`config.mk`:
```
export PLATFORM = sky130hd
export DESIGN_NAME = clock_display_mux
export DESIGN_NICKNAME = d
export VERILOG_FILES = /design/src/rtl/clock_display_mux.sv
export SDC_FILE = /design/constraint.sdc
export NUM_CORES = 1
export LEC_CHECK = 0
export CAP_MARGIN = 5
export CORE_ASPECT_RATIO = 1.5
export CORE_UTILIZATION = 60
export CTS_CLUSTER_DIAMETER = 60
export DETAILED_ROUTE_END_ITERATION = 12
export PLACE_DENSITY_LB_ADDON = 0.12
export SLEW_MARGIN = 20
export SYNTH_ARGS = -nofsm -noshare
export SYNTH_HDL_FRONTEND = slang
export SYNTH_SLANG_ARGS = --single-unit
export TNS_END_PERCENT = 30
```
`constraint.sdc`:
```
create_clock -name clk -period 6.5 [get_ports clk]
set_input_delay 1.625 -clock clk [delete_from_list [all_inputs] [get_ports clk]]
set_output_delay 1.625 -clock clk [all_outputs]
set_load 0.005 [all_outputs]
```
`src/rtl/clock_display_mux.sv`:
```
// Six-digit multiplexed 7-segment driver for an hr/min/sec time value, with a tear-free once-per-frame snapshot.
// Optional 12-hour display mode is enabled by defining DISP_12H_EN.
module clock_display_mux #(
  parameter int unsigned SCAN_DIV = 50000
) (
  input  logic       clk,
  input  logic       rst,
  input  logic [4:0] hr,
  input  logic [5:0] min,
  input  logic [5:0] sec,
  output logic [5:0] an,
  output logic [6:0] seg,
  output logic       dp,
  output logic       pm
);

  localparam int unsigned     CW        = (SCAN_DIV > 1) ? $clog2(SCAN_DIV) : 1;
  localparam logic [CW-1:0]   CNT_MAX   = CW'(SCAN_DIV - 1);
  localparam logic [6:0]      SEG_DASH  = 7'b0111111;
  localparam logic [6:0]      SEG_BLANK = 7'b1111111;

  function automatic logic [6:0] seg_code(input logic [3:0] d);
    logic [6:0] s;
    case (d)
      4'd0:    s = 7'b1000000;
      4'd1:    s = 7'b1111001;
      4'd2:    s = 7'b0100100;
      4'd3:    s = 7'b0110000;
      4'd4:    s = 7'b0011001;
      4'd5:    s = 7'b0010010;
      4'd6:    s = 7'b0000010;
      4'd7:    s = 7'b1111000;
      4'd8:    s = 7'b0000000;
      4'd9:    s = 7'b0010000;
      default: s = 7'b1111111;
    endcase
    return s;
  endfunction

  function automatic logic [3:0] bcd_tens(input logic [5:0] v);
    logic [5:0] q;
    q = v / 6'd10;
    return q[3:0];
  endfunction

  function automatic logic [3:0] bcd_ones(input logic [5:0] v);
    logic [5:0] r;
    r = v % 6'd10;
    return r[3:0];
  endfunction

  logic [CW-1:0] cnt_q, cnt_d;
  logic [2:0]    idx_q, idx_d;
  logic [16:0]   in_q, in_d;
  logic [16:0]   snap_q, snap_d;
  logic [5:0]    an_q, an_d;
  logic [6:0]    seg_q, seg_d;
  logic          dp_q, dp_d;
  logic          pm_q, pm_d;

  logic          stable_s;
  logic          tc_s;
  logic [4:0]    snap_hr_s;
  logic [5:0]    snap_min_s;
  logic [5:0]    snap_sec_s;
  logic          hr_ok_s, min_ok_s, sec_ok_s;
  logic [5:0]    hr_disp_s;
  logic [3:0]    hr_tens_s;

  // Scan counter, digit index and frame-boundary snapshot capture.
  always_comb begin
    in_d     = {hr, min, sec};
    stable_s = (in_q == in_d);
    tc_s     = (cnt_q == CNT_MAX);
    if (tc_s) begin
      cnt_d = '0;
      idx_d = (idx_q >= 3'd5) ? 3'd0 : idx_q + 3'd1;
    end else begin
      cnt_d = cnt_q + CW'(1);
      idx_d = idx_q;
    end
    // A changing input at the wrap keeps the previous frame's value whole.
    if (tc_s && (idx_q >= 3'd5) && stable_s) begin
      snap_d = in_q;
    end else begin
      snap_d = snap_q;
    end
  end

  // Digit decode from the snapshot for the digit currently selected by idx.
  always_comb begin
    snap_hr_s  = snap_q[16:12];
    snap_min_s = snap_q[11:6];
    snap_sec_s = snap_q[5:0];
    hr_ok_s    = (snap_hr_s <= 5'd23);
    min_ok_s   = (snap_min_s <= 6'd59);
    sec_ok_s   = (snap_sec_s <= 6'd59);
`ifdef DISP_12H_EN
    if (snap_hr_s == 5'd0) begin
      hr_disp_s = 6'd12;
    end else if (snap_hr_s > 5'd12) begin
      hr_disp_s = {1'b0, snap_hr_s - 5'd12};
    end else begin
      hr_disp_s = {1'b0, snap_hr_s};
    end
    pm_d = hr_ok_s && (snap_hr_s >= 5'd12);
`else
    hr_disp_s = {1'b0, snap_hr_s};
    pm_d      = 1'b0;
`endif
    hr_tens_s = bcd_tens(hr_disp_s);

    an_d  = 6'b111111;
    seg_d = SEG_BLANK;
    case (idx_q)
      3'd0: begin
        an_d  = 6'b111110;
        seg_d = sec_ok_s ? seg_code(bcd_ones(snap_sec_s)) : SEG_DASH;
      end
      3'd1: begin
        an_d  = 6'b111101;
        seg_d = sec_ok_s ? seg_code(bcd_tens(snap_sec_s)) : SEG_DASH;
      end
      3'd2: begin
        an_d  = 6'b111011;
        seg_d = min_ok_s ? seg_code(bcd_ones(snap_min_s)) : SEG_DASH;
      end
      3'd3: begin
        an_d  = 6'b110111;
        seg_d = min_ok_s ? seg_code(bcd_tens(snap_min_s)) : SEG_DASH;
      end
      3'd4: begin
        an_d  = 6'b101111;
        seg_d = hr_ok_s ? seg_code(bcd_ones(hr_disp_s)) : SEG_DASH;
      end
      3'd5: begin
        an_d = 6'b011111;
        if (!hr_ok_s) begin
          seg_d = SEG_DASH;
`ifdef DISP_12H_EN
        end else if (hr_tens_s == 4'd0) begin
          seg_d = SEG_BLANK;
`endif
        end else begin
          seg_d = seg_code(hr_tens_s);
        end
      end
      default: begin
        an_d  = 6'b111111;
        seg_d = SEG_BLANK;
      end
    endcase

    // Colon dots sit after the minutes-ones and hours-ones digits.
    if (((idx_q == 3'd2) || (idx_q == 3'd4)) && !snap_sec_s[0]) begin
      dp_d = 1'b0;
    end else begin
      dp_d = 1'b1;
    end
  end

  // State and output registers; reset blanks the display immediately.
  always_ff @(posedge clk or posedge rst) begin
    if (rst) begin
      cnt_q  <= '0;
      idx_q  <= 3'd0;
      in_q   <= 17'd0;
      snap_q <= 17'd0;
      an_q   <= 6'b111111;
      seg_q  <= 7'b1111111;
      dp_q   <= 1'b1;
      pm_q   <= 1'b0;
    end else begin
      cnt_q  <= cnt_d;
      idx_q  <= idx_d;
      in_q   <= in_d;
      snap_q <= snap_d;
      an_q   <= an_d;
      seg_q  <= seg_d;
      dp_q   <= dp_d;
      pm_q   <= pm_d;
    end
  end

  assign an  = an_q;
  assign seg = seg_q;
  assign dp  = dp_q;
  assign pm  = pm_q;

endmodule
```
-- Word-level counts from Yosys, hierarchy flattened
Memory sizes are Yosys's and may differ from the RTL's.
Index checks and enable logic that the tools add are counted.
- flip-flop bits (word level): 67
- bits in read-only memories: 672
- memories kept: 6
- word-level logic and storage cells: 49
- output and inout port bits: 15
- input bits: 19
- order comparisons: 4
- muxes and demuxes: 11
- add/sub/neg operators: 2
- equal/unequal tests: 7
- divide/modulo/power cells: 6
- reduce and logical (&&, ||, !) cells: 6
- memories (name ; depth ; width ; read ports ; clocked after memory_dff ; write ports ; RTL line ; source):
    (no name shown) ; 16 ; 7 ; 1 ; 0 ; 0 ; 24 ; case (d)
    (no name shown) ; 16 ; 7 ; 1 ; 0 ; 0 ; 24 ;
    (no name shown) ; 16 ; 7 ; 1 ; 0 ; 0 ; 24 ;
    (no name shown) ; 16 ; 7 ; 1 ; 0 ; 0 ; 24 ;
    (no name shown) ; 16 ; 7 ; 1 ; 0 ; 0 ; 24 ;
    (no name shown) ; 16 ; 7 ; 1 ; 0 ; 0 ; 24 ;
- operators with widths (cell ; number):
    $mux 7 ; 6
    $pmux 7 s6 ; 1
    $pmux 6 s6 ; 1
    $eq 17x17->1 ; 1
    $add 16x1->16 const B ; 1
    $eq 16x16->1 const B ; 1
    $mux 16 ; 1
    $div 6x4->6 const B ; 2
    $le 6x6->1 const B ; 2
    $mod 6x4->6 const B ; 2
    $div 5x4->6 const B ; 1
    $eq 3x2->1 const B ; 2
    $eq 3x3->1 const B ; 2
    $mod 5x4->6 const B ; 1
    $le 5x5->1 const B ; 1
    $add 3x1->3 const B ; 1
    $eq 3x1->1 const B ; 1
    $ge 3x3->1 const B ; 1
    $logic_and 1x1->1 ; 3
    $logic_not 3->1 ; 1
    $mux 3 ; 1
    $logic_not 1->1 ; 1
    $logic_or 1x1->1 ; 1
    $mux 1 ; 1

-- Logic depth before layout (Yosys ltp)
- depth after elaboration: 4
- mapped depth: 16
- gate-level depth less buffers: 15

-- Least setup slack after synthesis
Ideal clock, no wire load.
- kind: register to register
- start: register snap_q[9]
- end: register seg_q[1] (netlist: seg[1])
- required time: 6.416 ns
- setup time: 0.084 ns
- period minus slack after synthesis: 3.088 ns
- path buffers: 2
- path slack: 3.412 ns
- arrival: 3.004 ns
- cell stages (with the launch flop): 15
- cells stage by stage: dfrtp_1 -> buf_4 -> inv_1 -> ha_1 -> and4b_1 -> o21ai_1 -> nand4bb_1 -> buf_2 -> a21oi_1 -> xnor2_1 -> ha_1 -> and3_1 -> a2111oi_0 -> o21ai_0 -> o2111ai_1
- longest elaborated chain between the ends: 4
- elaborated cells on any way between the ends: 8
- classes of those cells: div: 2; order compare: 1; mux: 3; memory: 2
- ends and longest elaborated chain (item ; RTL line ; source):
    start: declaration ; 55 ; logic [16:0] snap_q, snap_d;
    start signal: assignment ; 177 ; snap_q <= snap_d;
    $div 6x4->6 / $mod 6x4->6 (equally long branches) ; 42, 48 ;
    $mem_v2 16x7 ; n/a ;
    $mux 7 (on tied branches) ; 130, 126 ;
    $pmux 7 s6 (*) ; 115 ; case (idx_q)
    via seg_d[1] ; 57 ; logic [6:0] seg_q, seg_d;
    end signal: assignment ; 179 ; seg_q <= seg_d;
    end: declaration ; 57 ;
The timed path passes the listed nets; every way through them passes the cells marked *.
A chain may end at the register's enable or synchronous reset.

-- Worst setup path after layout
- start: register snap_q[9]
- end: register seg_q[4] (netlist: seg[4])
The elaborated chain is that of the path after synthesis.

==> run metrics <==
clock-pin slew on the worst setup and hold paths 0.06 ns; commonest non-fill, non-tap cell in the layout dfrtp_1; share of layout cells above drive strength 1 0.122; fin crit share 0.654; fin crit period 4.25 ns; worst flop-to-flop path startpoint snap_q[9]; DP HPWL 8780 um; antenna cell count 0; CTS sink cnt 67; Hold/Removal Path Class register to register; Reg area 0.00169 mm2; drt total wl 12000 um; post-synth top area cell dfrtp_1; number of iterations in the first detailed-routing pass 4; H-tree levels 3; clk buf depth 2; sequential fraction of the synthesis area 0.330; Hold Fails Final Rpt 0; CTS root buffer clkbuf_16; Net Switching 0.201 mW; Reg-to-Reg End seg[4]; Initial Util 0.613; Req. time, crit path 6.74 ns; hold-fix buffer count after cts 0; DR iter-0 viols 240; Comb power frac 0.033; ys flop type dfrtp_1; count of final setup violators 0; Residual DRC 0; hold_sp cnt_q[0]; Port Buf Inserts 32; most frequent cells in the layout dfrtp_1, nand2_1, ha_1; Synth-to-Final Area Change 12.2%; Die ar. 0.00893 mm2; post-CTS setup repair buffer count 0; Sw Ratio 0.198; CTS Buf Count 9; vias per std cell 6.19; worst slack, placed 2.21 ns; synthesized area per cell 9.00 um2; Worst Skew 0.00598 ns; Post-DP Area 0.00542 mm2; GPL Wtd Cong 0.922; Tot Pwr 1.01 mW; non-filler cells, final 691; flops & latches, synth 67; row count 41; run status complete, no violations; Worst setup SP type register; peak supply drop 0.000175 V; synth top area cells dfrtp_1, ha_1, dfstp_2; Worst-Skew Late Latency 0.34 ns; vias in the first global route 4147; WHS Endpoint cnt_q[0]; Die W 77.5 um; gr ovfl total 0; global-route wire length before repair 19800 um; filler instances 647; Setup TNS 0 ns; die height 115 um; multi-input logic area 0.00314 mm2; Max Cap Viol 0; core area 0.00836 mm2; io pins 34; Synth cell types 86; Layout Cell Area excl Fill 0.00576 mm2; fin nets 636; initial antenna violation count 0; Worst R2R Setup Slack 2.25 ns; largest net degree at the start of global routing 68; Post-Syn Area 0.00513 mm2; antenna viol nets, final 0; unrepaired setup endpoints after global routing no; Async SR Flop Fraction 1.00; Clk pwr share 0.546; Worst EP arrival 4.49 ns; Worst Setup End Kind register; CTS tree yes; fmax 235 MHz; Hold Path Depth 1; crit path max fanout 20; Final WS setup 2.25 ns; pwr/cell area 176 mW/mm2; Final Max Slew Viols 0; number of synthesized flops with an enable pin 0; Synth top area share 0.259; routed vias 4278; Sequential Power Share 0.421; placed cells 676; Internal Power 0.814 mW; synth warn 0; Max-slew headroom 0.349; R2R depth 13; Post-Syn Nets 626; # resized after CTS 0; Syn Inst Count 570; WS Path Type register to register; Least-Margin Pin Slew 0.972 ns; routed length per placed instance 17.3 um; GRT Total Usage 0.286; P_leak 2.32 nW
-- layout make-up --
type / count / share of cell area
clock buffer: 9 / 0.0391
clock inverter: 6 / 0.0200
inverter: 32 / 0.0209
multi-input combinational: 437 / 0.546
sequential: 67 / 0.294
tap: 107 / 0.0233
timing repair buffer: 33 / 0.0569
-- routing by layer --
| metal | part of all wire | GRT usage | up-vias |
|---|---|---|---|
| li1 | - | - | 2086 |
| met1 | 0.41 | 0.330 | 2047 |
| met2 | 0.52 | 0.505 | 112 |
| met3 | 0.032 | 0.0373 | 33 |
| met4 | 0.043 | 0.171 | 0 |
| met5 | 0 | 0 | - |
-- metrics by stage --
step	hold slack, ns	utilization
2_1_floorplan	0.433	-
3_3_place_gp	0.451	0.648
3_5_place_dp	0.456	0.648
4_1_cts	0.458	0.688
5_1_grt	0.479	0.688
6_report	0.454	0.688
-- cell families after synthesis --
| family | count (synthesis) | synth area share |
|---|---|---|
| multiplexers | 28 | 0.0600 |
| XOR/XNOR | 35 | 0.0598 |
| buffers and inverters | 66 | 0.0576 |
| flip-flops | 67 | 0.330 |
| AND/OR/NAND/NOR | 194 | 0.208 |
| adder cells (fa/ha/maj) | 37 | 0.0902 |
| other | 1 | 0.000731 |
| AO/OA/AOI/OAI | 142 | 0.194 |
-- power groups by stage --
stage	combinational, mW	clock (mW)	sequential (mW)
6_report	0.0339	0.553	0.427
5_1_grt	0.0372	0.571	0.428
4_1_cts	0.0346	0.559	0.427
3_5_place_dp	0.0345	0	0.434
3_3_place_gp	0.0340	0	0.434
2_1_floorplan	0.0161	0	0.433
-- sequential cells by signal (all words and copies together) (netlist names) --
name / flops
in_q: 17
snap_q: 17
cnt_q: 16
seg: 7
an: 6
idx_q: 3
dp: 1
-- critical path, cell delays in order (launching register included) --
cell       delay [ns]
dfrtp_1          0.73
inv_1            0.23
ha_1             0.44
a21oi_1          0.09
o21ai_0          0.32
nand4bb_1        0.36
a21oi_1          0.56
ha_1             0.27
nand2_1          0.05
a221o_1          0.29
a22oi_1          0.15
a21boi_0         0.19
nor3b_1          0.30
o211ai_1         0.15
-- cells in the mapped netlist, types with 6 or more instances --
cell and n:
dfrtp_1 53, nand2_1 46, ha_1 37, inv_1 31
o21ai_0 31, a21oi_1 28, nor2_1 28, xnor2_1 27
nand3_1 22, mux2_2 18, clkbuf_1 16, nor3_1 15
dfstp_2 14, nand4_1 13, nor2b_1 12, o211ai_1 11
a31oi_1 8, and3_1 8, buf_2 8, mux2i_1 8
nand2b_1 8, xor2_1 8, nand3b_1 7, buf_4 6
-- worst max-delay path by stage --
| stage | start | to | slack [ns] |
|---|---|---|---|
| global placement | snap_q[9] | seg[4] | 2.52 |
| CTS | snap_q[9] | seg[4] | 2.22 |
| detailed placement | snap_q[9] | seg[4] | 2.21 |
| global route | snap_q[9] | seg[4] | 1.92 |
| finish | snap_q[9] | seg[4] | 2.25 |
| floorplan | rst | cnt_q[0] | 3.22 |
Power figures use the tool's default switching activity.
